<file path="src/rtl/twos_to_bcd.sv">
// rtl/twos_to_bcd.sv - sequential two's-complement to sign-magnitude BCD converter
//
// Purpose: captures a signed WIDTH-bit operand, negates it to a magnitude and
// runs WIDTH shift-and-add-3 iterations to produce DIGITS BCD digits.
// Ports:
//   CLK    in   clock, rising edge
//   RESET  in   asynchronous active-high reset
//   START  in   conversion request, honoured only in IDLE
//   IN     in   [WIDTH-1:0] two's-complement operand, captured on the accepting edge
//   BUSY   out  high while iterating
//   DONE   out  one-cycle pulse when SIGN/BCD carry a new result
//   SIGN   out  1 = negative result
//   BCD    out  [4*DIGITS-1:0] magnitude, digit 0 in bits [3:0]
module twos_to_bcd #(
    parameter int WIDTH  = 8,
    parameter int DIGITS = 3
) (
    input  logic                  CLK,
    input  logic                  RESET,
    input  logic                  START,
    input  logic [WIDTH-1:0]      IN,
    output logic                  BUSY,
    output logic                  DONE,
    output logic                  SIGN,
    output logic [4*DIGITS-1:0]   BCD
);

    localparam int CW = $clog2(WIDTH + 1);
    localparam int SW = 4 * DIGITS;

    typedef enum logic [1:0] {
        S_IDLE,
        S_CONVERT,
        S_FINISH
    } state_t;

    state_t           state_q;
    logic [CW-1:0]    count_q;
    logic [WIDTH-1:0] mag_q;
    logic [SW-1:0]    scratch_q;
    logic             sign_int_q;
    logic             busy_q;
    logic             done_q;
    logic             sign_q;
    logic [SW-1:0]    bcd_q;

    logic [SW-1:0]    scratch_adj;
    logic [SW-1:0]    scratch_d;
    logic [WIDTH-1:0] mag_d;
    logic [WIDTH-1:0] mag_in;

    always_comb begin
        scratch_adj = scratch_q;
        for (int i = 0; i < DIGITS; i++) begin
            if (scratch_q[4*i +: 4] >= 4'd5) begin
                scratch_adj[4*i +: 4] = scratch_q[4*i +: 4] + 4'd3;
            end
        end
        // The top bit of the adjusted scratch falls off; the parameter
        // constraint guarantees it is always zero.
        scratch_d = {scratch_adj[SW-2:0], mag_q[WIDTH-1]};
        mag_d     = {mag_q[WIDTH-2:0], 1'b0};
        // Negating the most negative value wraps back to itself, which read as
        // unsigned is exactly 2^(WIDTH-1), the correct magnitude.
        mag_in    = IN[WIDTH-1] ? (~IN + WIDTH'(1)) : IN;
    end

    always_ff @(posedge CLK or posedge RESET) begin
        if (RESET) begin
            state_q    <= S_IDLE;
            count_q    <= '0;
            mag_q      <= '0;
            scratch_q  <= '0;
            sign_int_q <= 1'b0;
            busy_q     <= 1'b0;
            done_q     <= 1'b0;
            sign_q     <= 1'b0;
            bcd_q      <= '0;
        end else begin
            case (state_q)
                S_IDLE: begin
                    done_q <= 1'b0;
                    if (START) begin
                        sign_int_q <= IN[WIDTH-1];
                        mag_q      <= mag_in;
                        scratch_q  <= '0;
                        count_q    <= CW'(WIDTH);
                        busy_q     <= 1'b1;
                        state_q    <= S_CONVERT;
                    end
                end
                S_CONVERT: begin
                    scratch_q <= scratch_d;
                    mag_q     <= mag_d;
                    count_q   <= count_q - CW'(1);
                    if (count_q == CW'(1)) begin
                        // Last iteration: publish the result in the same edge.
                        bcd_q   <= scratch_d;
                        sign_q  <= sign_int_q;
                        busy_q  <= 1'b0;
                        done_q  <= 1'b1;
                        state_q <= S_FINISH;
                    end
                end
                S_FINISH: begin
                    done_q  <= 1'b0;
                    state_q <= S_IDLE;
                end
                default: begin
                    busy_q  <= 1'b0;
                    done_q  <= 1'b0;
                    state_q <= S_IDLE;
                end
            endcase
        end
    end

    assign BUSY = busy_q;
    assign DONE = done_q;
    assign SIGN = sign_q;
    assign BCD  = bcd_q;

endmodule

</file>
<file path="config.mk">
export PLATFORM = sky130hd
export DESIGN_NAME = twos_to_bcd
export DESIGN_NICKNAME = d
export VERILOG_FILES = /design/src/rtl/twos_to_bcd.sv
export SDC_FILE = /design/constraint.sdc
export NUM_CORES = 1
export LEC_CHECK = 0
export CAP_MARGIN = 20
export CORE_UTILIZATION = 40
export DETAILED_ROUTE_END_ITERATION = 10
export PLACE_DENSITY = 0.61
export SETUP_SLACK_MARGIN = 0.3
export SYNTH_ARGS = -nofsm -noshare
export SYNTH_HDL_FRONTEND = slang
export SYNTH_SLANG_ARGS = --single-unit
</file>
<file path="constraint.sdc">
create_clock -name CLK -period 1.76 [get_ports CLK]
set_input_delay 0.176 -clock CLK [delete_from_list [all_inputs] [get_ports CLK]]
set_output_delay 0.176 -clock CLK [all_outputs]
set_load 0.01 [all_outputs]
</file>
==> metrics, run 1 <==
total die area=5385 um2; R2R depth=5; Slew HR=80.09%; RSZ-0062 raised after global routing=true; Synth Register Bits=42; number of synthesized flops with an enable pin=0; Combinational Power Share=51.6%; Final Skew=0.008370 ns; Syn Nets=222; CP max stage delay=0.47 ns; worst skew pair latency=0.30 ns; Longest Clk Path Bufs=2; fill count=425; initial core utilization=42.31%; DIE WIDTH=73.38 um; vias post-DR=1642; worst-margin pin slew=0.2962 ns; Root Driver=clkbuf_8; TritonCTS clock tree=yes; vias in the first global route=1610; cts bufs inserted=5; VDD IR max=0.6893 mV; global route hottest layer=met2; Crit path depth=5; max frequency=663.5 MHz; Crit path max-delay family=flip-flops; Clk pwr share=14.1%; synthesized instance count=202; Placement Setup Slack=0.06125 ns; Net Sw Frac=37.60%; die height=73.38 um; Clock transition at path regs=0.08 ns; Synth cell types=36; CP Max Fanout=4; period utilization=85.63%; count leader, synth=dfrtp_1; Yosys top cell by area=dfrtp_1; Synth Cell Area=2038 um2; final hold vios=0; gr ovfl total=0; cells along the critical path=ha_4, nand2b_4, a21oi_4, mux2_4, o21ai_1; Internal Pwr Total=0.003205 W; power per cell area=1800 nW/um2; # diodes=0; vias per inst=5.147; clock sink total=42; Crit-path slowest cell=dfrtp_2; final net count=271; WL per Instance=13.88 um; Post-synth ARST share=100.0%; met1 usage=24.02%; top area cells in the synthesized netlist=dfrtp_1 (52%), o21ai_0 (7.6%), ha_1 (5.5%); status=complete, no violations; placed wire-length estimate=2.825 mm; Hold WC Path Type=in2async; GRT Util Overall=18.52%; Pleak=1.232 nW; placed instance count=295; final worst slack=0.2529 ns; Worst EP arrival=1.74 ns; crit path kind=reg2reg; Core Area=4817 um2; final std cells w/o fill=319; min Tclk post-route=1.507 ns; multi-input logic area=1090 um2; max_cap viols=0; nature of the critical path startpoint=register; GP Congestion=0.7220; H-tree depth=2; Worst Path Required=2.00 ns; Port Buf Inserts=25; sequential share of power=34.3%; Power Total=0.005136 W; hold_buf cts=0; Post-Route WL=4.427 mm; Seq/Total Area, Yosys=51.57%; # rows=25; share of the synthesized area in the top cell type=51.57%; Buf/Inv on CP=0; setup-violating endpoint count in the final report=0; first-pass GRT wire length=7.479 mm; Post-synth top cells=dfrtp_1 (42), o21ai_0 (31), nand2_1 (26); antenna violations before repair=0; largest net degree at the start of global routing=43; final hold slack=0.2379 ns; Max Slew Vio Count=0; initial detailed-routing violation count=88; post-route DRC violation count=0; dominant synthesized flop cell=dfrtp_1; first-pass iteration count of the detailed router=4; layout cell share with drive strength beyond 1=31.35%; Syn-to-layout area delta=39.96%; Reg area=1052 um2; Syn. warnings=0; antenna viol nets, final=0; syn_area_per_cell=10.09 um2; I/O pin cnt=26; met2 GRT Util=30.35%; Crit. End Element=register; Setup TNS=0 ns; Switch Pwr=0.001931 W; met3 usage=4.527%
## logic make-up after synthesis
logic type | synth area share [%]
compound gates | 16.76
simple gates | 13.51
flops | 51.57
buf+inv | 4.358
mux | 4.850
fa+ha+maj | 5.525
xor+xnor | 3.438
## worst register-to-register path, cell delays in order (launching register included)
cell and delay (ns):
dfrtp_2 0.47, ha_4 0.18, nand2b_4 0.14, a21oi_4 0.20
mux2_4 0.33, o21ai_1 0.12
## area by class of cell
class	instances	share of cell area, %
inverters	14	1.930
clock buffers	8	3.860
well taps	67	2.939
flip-flops and latches	42	36.89
multi-input cells	138	38.20
repair buffers	50	16.18
## per-stage QoR
step,instance area [um2],util (%)
6_report,2853,59.22
5_1_grt,2853,59.22
4_1_cts,2709,56.23
3_5_place_dp,2432,50.49
3_3_place_gp,2432,50.49
2_1_floorplan,2054,-
## layout by cell type, fill, tap and decap left out, types with 2 or more instances in the layout
cell type	count
dfrtp_1	41
nand2_1	25
clkdlybuf4s50_1	25
o21ai_0	22
buf_4	21
o21ai_1	8
clkbuf_8	8
inv_2	7
o21ai_2	7
a21oi_1	7
inv_1	6
ha_4	5
mux2_4	4
nor3_1	4
nor2_1	4
a22oi_1	4
nand2b_4	3
a21oi_4	3
xnor2_2	3
nor3b_1	3
a31oi_1	3
mux2_2	3
xor2_1	3
buf_6	3
a22o_1	2
mux2i_1	2
xnor2_1	2
or3b_2	2
ha_1	2
ha_2	2
## metal layers
metal	vias to the layer above	wire length, um
li1	800	-
met1	808	2025
met2	28	2235
met3	6	123
met4	0	42
met5	-	0
## path summary, 6_finish.rpt
check | start | endpoint | slack [ns]
setup / recovery | scratch_q[8]$_DFFE_PP0P_ | BCD[10]$_DFFE_PP0P_ | 0.25
hold / removal | RESET | scratch_q[5]$_DFFE_PP0P_ | 0.24
setup reg to reg | scratch_q[8]$_DFFE_PP0P_ | BCD[10]$_DFFE_PP0P_ | 0.25
hold reg to reg | BCD[2]$_DFFE_PP0P_ | BCD[2]$_DFFE_PP0P_ | 0.48
max in group asynchronous | RESET | SIGN$_DFFE_PP0P_ | 1.32
min in group CLK | BCD[2]$_DFFE_PP0P_ | BCD[2]$_DFFE_PP0P_ | 0.48
## state kept, by name (all words and copies together), names as in the netlist
register,flops
BCD,12
scratch_q,12
mag_q,8
count_q,4
state_q,2
BUSY,1
DONE,1
SIGN,1
sign_int_q,1
## power by group through the flow
stage	sequential, W	combinational (W)	clock [W]
5_1_grt	0.00183	0.00293	0.000776
3_3_place_gp	0.00172	0.00186	0
3_5_place_dp	0.00174	0.00191	0
2_1_floorplan	0.00173	0.00118	0
4_1_cts	0.00172	0.00232	0.000735
6_report	0.00176	0.00265	0.000722
## timing repair
| item | in CTS | in global routing |
|---|---|---|
| setup buffers | 12 | 4 |
| resized for setup | 24 | 28 |
| setup endpoints to repair | 12 | 19 |
| pin swaps | 7 | 12 |
| cloned | 0 | 0 |
Power figures use the tool's default switching activity.
==> run 2, diff against run 1 <==
- CTS_CLUSTER_SIZE: not set -> 20
- clock period: 1.76 -> 1.55 ns (I/O delays scaled with it)
==> run 2 against run 1 <==
Non-clock buffer count up 28. Utilization grew 8.8 points. Largest power group unchanged. Die area unchanged. Cell count rose by 8.8%. Global-route usage increased by 1.2 points. Sequential share of layout area decreased by 4.6 points. First-iteration DRC count up 11%. Critical path depth increased by 1.
==> metrics, run 2 (synthesis results as in run 1) <==
RSZ-0062 raised after global routing=true (unchanged); worst-margin pin slew=0.3598 ns (was 0.2962 ns); cts bufs inserted=5 (unchanged); max frequency=696.0 MHz (was 663.5 MHz); setup-violating endpoint count in the final report=0 (unchanged); clock sink total=42 (unchanged); final std cells w/o fill=347 (was 319); TritonCTS clock tree=yes (unchanged); min Tclk post-route=1.437 ns (was 1.507 ns); VDD IR max=1.039 mV (was 0.6893 mV); Clock transition at path regs=0.08 ns (about the same); Post-Route WL=4.895 mm (was 4.427 mm); vias post-DR=1753 (was 1642); placed wire-length estimate=3.048 mm (was 2.825 mm); worst skew pair latency=0.30 ns (about the same); Slew HR=75.76% (was 80.09%); status=complete, no violations (unchanged); post-route DRC violation count=0 (unchanged); commonest non-fill, non-tap cell in the layout=dfrtp_1 (unchanged); final worst slack=0.1132 ns (was 0.2529 ns); layout cell share with drive strength beyond 1=48.57% (was 31.35%); Root Driver=clkbuf_8 (unchanged); Crit. End Element=register (unchanged); CP Max Fanout=4 (unchanged); I/O pin cnt=26 (unchanged); final net count=299 (was 271); met2 GRT Util=33.85% (was 30.35%); power per cell area=1984 nW/um2 (was 1800 nW/um2); GP Congestion=0.7652 (was 0.7220); nature of the critical path startpoint=register (unchanged); Syn-to-layout area delta=60.83% (was 39.96%); GRT Util Overall=19.72% (was 18.52%); # diodes=0 (unchanged); period utilization=92.70% (was 85.63%); placed instance count=306 (was 295); max_cap viols=0 (unchanged); Pleak=1.467 nW (was 1.232 nW); global route hottest layer=met2 (unchanged); Final Skew=0.007728 ns (was 0.008370 ns); antenna violations before repair=0 (unchanged); Hold WC Path Type=in2async (unchanged); Worst Path Required=1.78 ns (was 2.00 ns); antenna viol nets, final=0 (unchanged); crit path kind=reg2reg (unchanged); DIE WIDTH=73.38 um (unchanged); first-pass GRT wire length=7.879 mm (was 7.479 mm); gr ovfl total=0 (unchanged); vias in the first global route=1701 (was 1610); total die area=5385 um2 (unchanged); vias per inst=5.052 (was 5.147); Max Slew Vio Count=0 (unchanged); Longest Clk Path Bufs=2 (unchanged); # rows=25 (unchanged); Worst EP arrival=1.67 ns (was 1.74 ns); die height=73.38 um (unchanged); final hold vios=0 (unchanged); initial core utilization=42.31% (unchanged); WL per Instance=14.11 um (was 13.88 um); H-tree depth=2 (unchanged); Placement Setup Slack=-0.1307 ns (was 0.06125 ns); met1 usage=23.95% (was 24.02%); Core Area=4817 um2 (unchanged); first-pass iteration count of the detailed router=4 (unchanged); met3 usage=5.075% (was 4.527%); Port Buf Inserts=25 (unchanged); commonest cells after routing, fill and taps aside=dfrtp_1 (37), buf_4 (35), dlygate4sd2_1 (20), o21ai_1 (18), nand2_1 (18) (was dfrtp_1 (41), nand2_1 (25), clkdlybuf4s50_1 (25), o21ai_0 (22), buf_4 (21)); largest net degree at the start of global routing=43 (unchanged); initial detailed-routing violation count=98 (was 88)
## run 2: cell types whose count changed in the layout (fill, tap and decap cells not counted), sizes merged
| cell | before | now |
|---|---|---|
| buf | 25 | 53 |
| clkdlybuf4s50 | 25 | 4 |
| dlygate4sd2 | 0 | 20 |
| clkbuf | 8 | 7 |
| clkinv | 0 | 1 |
| dlymetal6s2s | 0 | 1 |
## run 2: critical path, cell delays in order (launching register included)
cell and delay, ns:
dfrtp_2 0.45, inv_2 0.10, ha_4 0.16, nand2b_4 0.06, a21oi_4 0.16, mux2_4 0.33
o21ai_2 0.11
## run 2: path summary, 6_finish.rpt
check,depth (start not counted),end,slack (ns),start
worst max-delay path,6,BCD[6]$_DFFE_PP0P_,0.11,scratch_q[4]$_DFFE_PP0P_
worst min-delay path,3,scratch_q[10]$_DFFE_PP0P_,0.22,RESET
worst max register to register,6,BCD[6]$_DFFE_PP0P_,0.11,scratch_q[4]$_DFFE_PP0P_
worst min register to register,2,BUSY$_DFFE_PP0P_,0.47,BUSY$_DFFE_PP0P_
max in group asynchronous,3,count_q[0]$_DFFE_PP0P_,1.11,RESET
min in group CLK,4,mag_q[0]$_DFFE_PP0P_,0.29,IN[0]
## run 2: cell type report
class	count	area [um2]
clock buffers	7	86.33
clock inverters	1	5.005
fillers	399	1539
inverters	14	55.05
multi-input cells	138	1217
flip-flops and latches	42	1057
well taps	67	83.83
repair buffers	78	773.2
## run 2: routing by layer
layer  vias to the layer above  routed length [um]
met5                         -                   0
met4                         0                  82
met3                         8                 123
met2                        29                2597
met1                       858                2092
li1                        858                   -
## run 2: repair_timing
item                                    CTS  global route
setup buffers                            22             9
cloned                                    2             0
hold buffers                              0             0
endpoints found under the setup margin   45            36
pin swaps                                21            19
gates resized for setup                  60            50
## run 2: power by group
| part | internal, W | total [W] | switching, W |
|---|---|---|---|
| Combinational | 0.00208 | 0.00375 | 0.00167 |
| Clock | 0.000359 | 0.000728 | 0.000369 |
| Sequential | 0.00158 | 0.00203 | 0.000449 |
## run 2: stage by stage
step | cell area, um2 | utilization, % | hold slack, ns | setup TNS (ns) | total power, W
floorplan | 2126 | - | 0.3380 | 0 | 0.003572
global placement | 2599 | 53.95 | 0.4595 | -0.1258 | 0.004438
detailed placement | 2599 | 53.95 | 0.4663 | -0.1955 | 0.004521
CTS | 3032 | 62.94 | 0.2250 | 0 | 0.005920
global route | 3278 | 68.05 | 0.2472 | 0 | 0.006973
finish | 3278 | 68.05 | 0.2162 | 0 | 0.006504
==> run 3, diff against run 2 <==
- CORE_ASPECT_RATIO: not set -> 0.7
- CORE_UTILIZATION: 40 -> 54
- PLACE_DENSITY: 0.61 -> 0.78
- SKIP_CTS_REPAIR_TIMING: not set -> 1
==> run 3 against run 2 <==
Combinational power up 9.9%. First-iteration DRC count up 83%. The flow now finishes with violations (setup timing). Flip-flop and latch count unchanged. Clock skew up 0.0038 ns. Via count up 16%. Utilization up 24 points. Critical endpoint is now BCD[0]$_DFFE_PP0P_. Sequential power up 5%. Largest power group unchanged. Non-clock buffer count down 8. Highest routed layer unchanged. Setup slack worse by 0.13 ns. Clock power up 22%. Critical path depth unchanged.
==> metrics, run 3 (synthesis results as in run 1) <==
DIE WIDTH=75.43 um (was 73.38 um); H-tree depth=2 (unchanged); final net count=291 (was 299); max frequency=639.5 MHz (was 696.0 MHz); RSZ-0062 raised after global routing=true (unchanged); power per cell area=2191 nW/um2 (was 1984 nW/um2); CP max stage delay=0.42 ns (was 0.45 ns); initial detailed-routing violation count=179 (was 98); Worst EP arrival=1.77 ns (was 1.67 ns); design area=3264 um2 (was 3278 um2); global route hottest layer=met2 (unchanged); largest net degree at the start of global routing=43 (unchanged); initial core utilization=57.28% (was 42.31%); vias per inst=6.332 (was 5.052); met1 usage=35.27% (was 23.95%); worst skew pair latency=0.31 ns (was 0.30 ns); # rows=18 (was 25); Placed Area=2547 um2 (was 2599 um2); Crit-path slowest cell=dfrtp_1 (was dfrtp_2); Syn-to-layout area delta=60.16% (was 60.83%); Hold WC Path Type=in2async (unchanged); worst-margin pin slew=0.3622 ns (was 0.3598 ns); Longest Clk Path Bufs=2 (unchanged); Post-Route WL=7.403 mm (was 4.895 mm); Port Buf Inserts=25 (unchanged); CP Max Fanout=5 (was 4); commonest non-fill, non-tap cell in the layout=dfrtp_1 (unchanged); TritonCTS clock tree=yes (unchanged); WL per Instance=22.99 um (was 14.11 um); cts bufs inserted=5 (unchanged); Max Slew Vio Count=0 (unchanged); Pleak=1.617 nW (was 1.467 nW); setup-violating endpoint count in the final report=2 (was 0); nature of the critical path startpoint=register (unchanged); I/O pin cnt=26 (unchanged); vias in the first global route=1514 (was 1701); period utilization=100.9% (was 92.70%); max_cap viols=0 (unchanged); Worst Path Required=1.75 ns (was 1.78 ns); antenna violations before repair=0 (unchanged); met3 usage=6.857% (was 5.075%); Slew HR=75.69% (was 75.76%); die height=53.40 um (was 73.38 um); GRT Util Overall=26.28% (was 19.72%); VDD IR max=1.772 mV (was 1.039 mV); worst reg-to-reg setup slack=-0.01 ns (was 0.11 ns); Crit. End Element=register (unchanged); min Tclk post-route=1.564 ns (was 1.437 ns); first-pass iteration count of the detailed router=5 (was 4); # diodes=0 (unchanged); crit path kind=reg2reg (unchanged); final worst slack=-0.01360 ns (was 0.1132 ns); vias post-DR=2039 (was 1753); post-route DRC violation count=0 (unchanged); Core Area=3558 um2 (was 4817 um2); Layout Utilization=91.74% (was 68.05%); cells along the critical path=inv_2, ha_4, nor3b_4, nand2_4, buf_6, mux2_2 (was inv_2, ha_4, nand2b_4, a21oi_4, mux2_4, o21ai_2); layout cell share with drive strength beyond 1=44.12% (was 48.57%); total die area=4028 um2 (was 5385 um2); Final Skew=0.01152 ns (was 0.007728 ns); failing checks=setup timing; Crit path max-delay family=flip-flops (unchanged); commonest cells after routing, fill and taps aside=dfrtp_1 (38), buf_4 (30), nand2_1 (24), dlymetal6s2s_1 (20), o21ai_1 (16) (was dfrtp_1 (37), buf_4 (35), dlygate4sd2_1 (20), o21ai_1 (18), nand2_1 (18)); Buf/Inv on CP=2 (was 1); placed wire-length estimate=3.234 mm (was 3.048 mm); Root Driver=clkbuf_8 (unchanged); antenna viol nets, final=0 (unchanged); final hold vios=0 (unchanged); status=complete, but fails checks (was complete, no violations); gr ovfl total=0 (unchanged); final hold slack=0.2237 ns (was 0.2162 ns); met2 GRT Util=39.73% (was 33.85%); first-pass GRT wire length=7.348 mm (was 7.879 mm); Clock transition at path regs=0.09 ns (was 0.08 ns); GP Congestion=0.8697 (was 0.7652); clock sink total=42 (unchanged)
-- run 3: final timing paths --
path | startpoint | end | cells past startpoint
max | count_q[1]$_DFFE_PP0P_ | BCD[0]$_DFFE_PP0P_ | 6
min | RESET | scratch_q[10]$_DFFE_PP0P_ | 3
max reg2reg | count_q[1]$_DFFE_PP0P_ | BCD[0]$_DFFE_PP0P_ | 6
min reg2reg | SIGN$_DFFE_PP0P_ | SIGN$_DFFE_PP0P_ | 1
max in group asynchronous | RESET | state_q[0]$_DFFE_PP0P_ | 3
min in group CLK | IN[4] | mag_q[4]$_DFFE_PP0P_ | 4
-- run 3: worst min-delay path, stage by stage --
cell and delay, ns:
clkdlybuf4s50_1 0.41, inv_1 0.10, buf_12 0.24
-- run 3: area by class of cell --
type,instances,area [um2]
clock buffer,7,76.32
clock inverter,1,30.03
fill,122,294.0
inverter,14,60.06
multi-input combinational,138,1227
sequential,42,1056
tap,50,62.56
timing repair buffer,70,752.0
-- run 3: layer usage --
| layer | share of wire [%] | wire (um) |
|---|---|---|
| met1 | 39 | 2893 |
| met5 | 0 | 0 |
| met4 | 3.4 | 249 |
| met2 | 47 | 3510 |
| met3 | 10 | 750 |
-- run 3: power breakdown --
group	internal, W	switching [W]	total (W)
Sequential	0.00158	0.000569	0.00214
Clock	0.000483	0.000406	0.000889
Combinational	0.00216	0.00196	0.00412
Total	0.00422	0.00294	0.00715
-- run 3: per-stage QoR --
stage	instances	setup WS [ns]	setup TNS, ns	total power [W]
2_1_floorplan	202	0.02842	0	0.003572
3_5_place_dp	285	-0.09974	-0.3065	0.004505
6_report	322	-0.01360	-0.01433	0.007153
4_1_cts	293	0.01895	0	0.005385
3_3_place_gp	285	-0.06910	-0.1104	0.004359
5_1_grt	322	-0.04816	-0.08745	0.007422
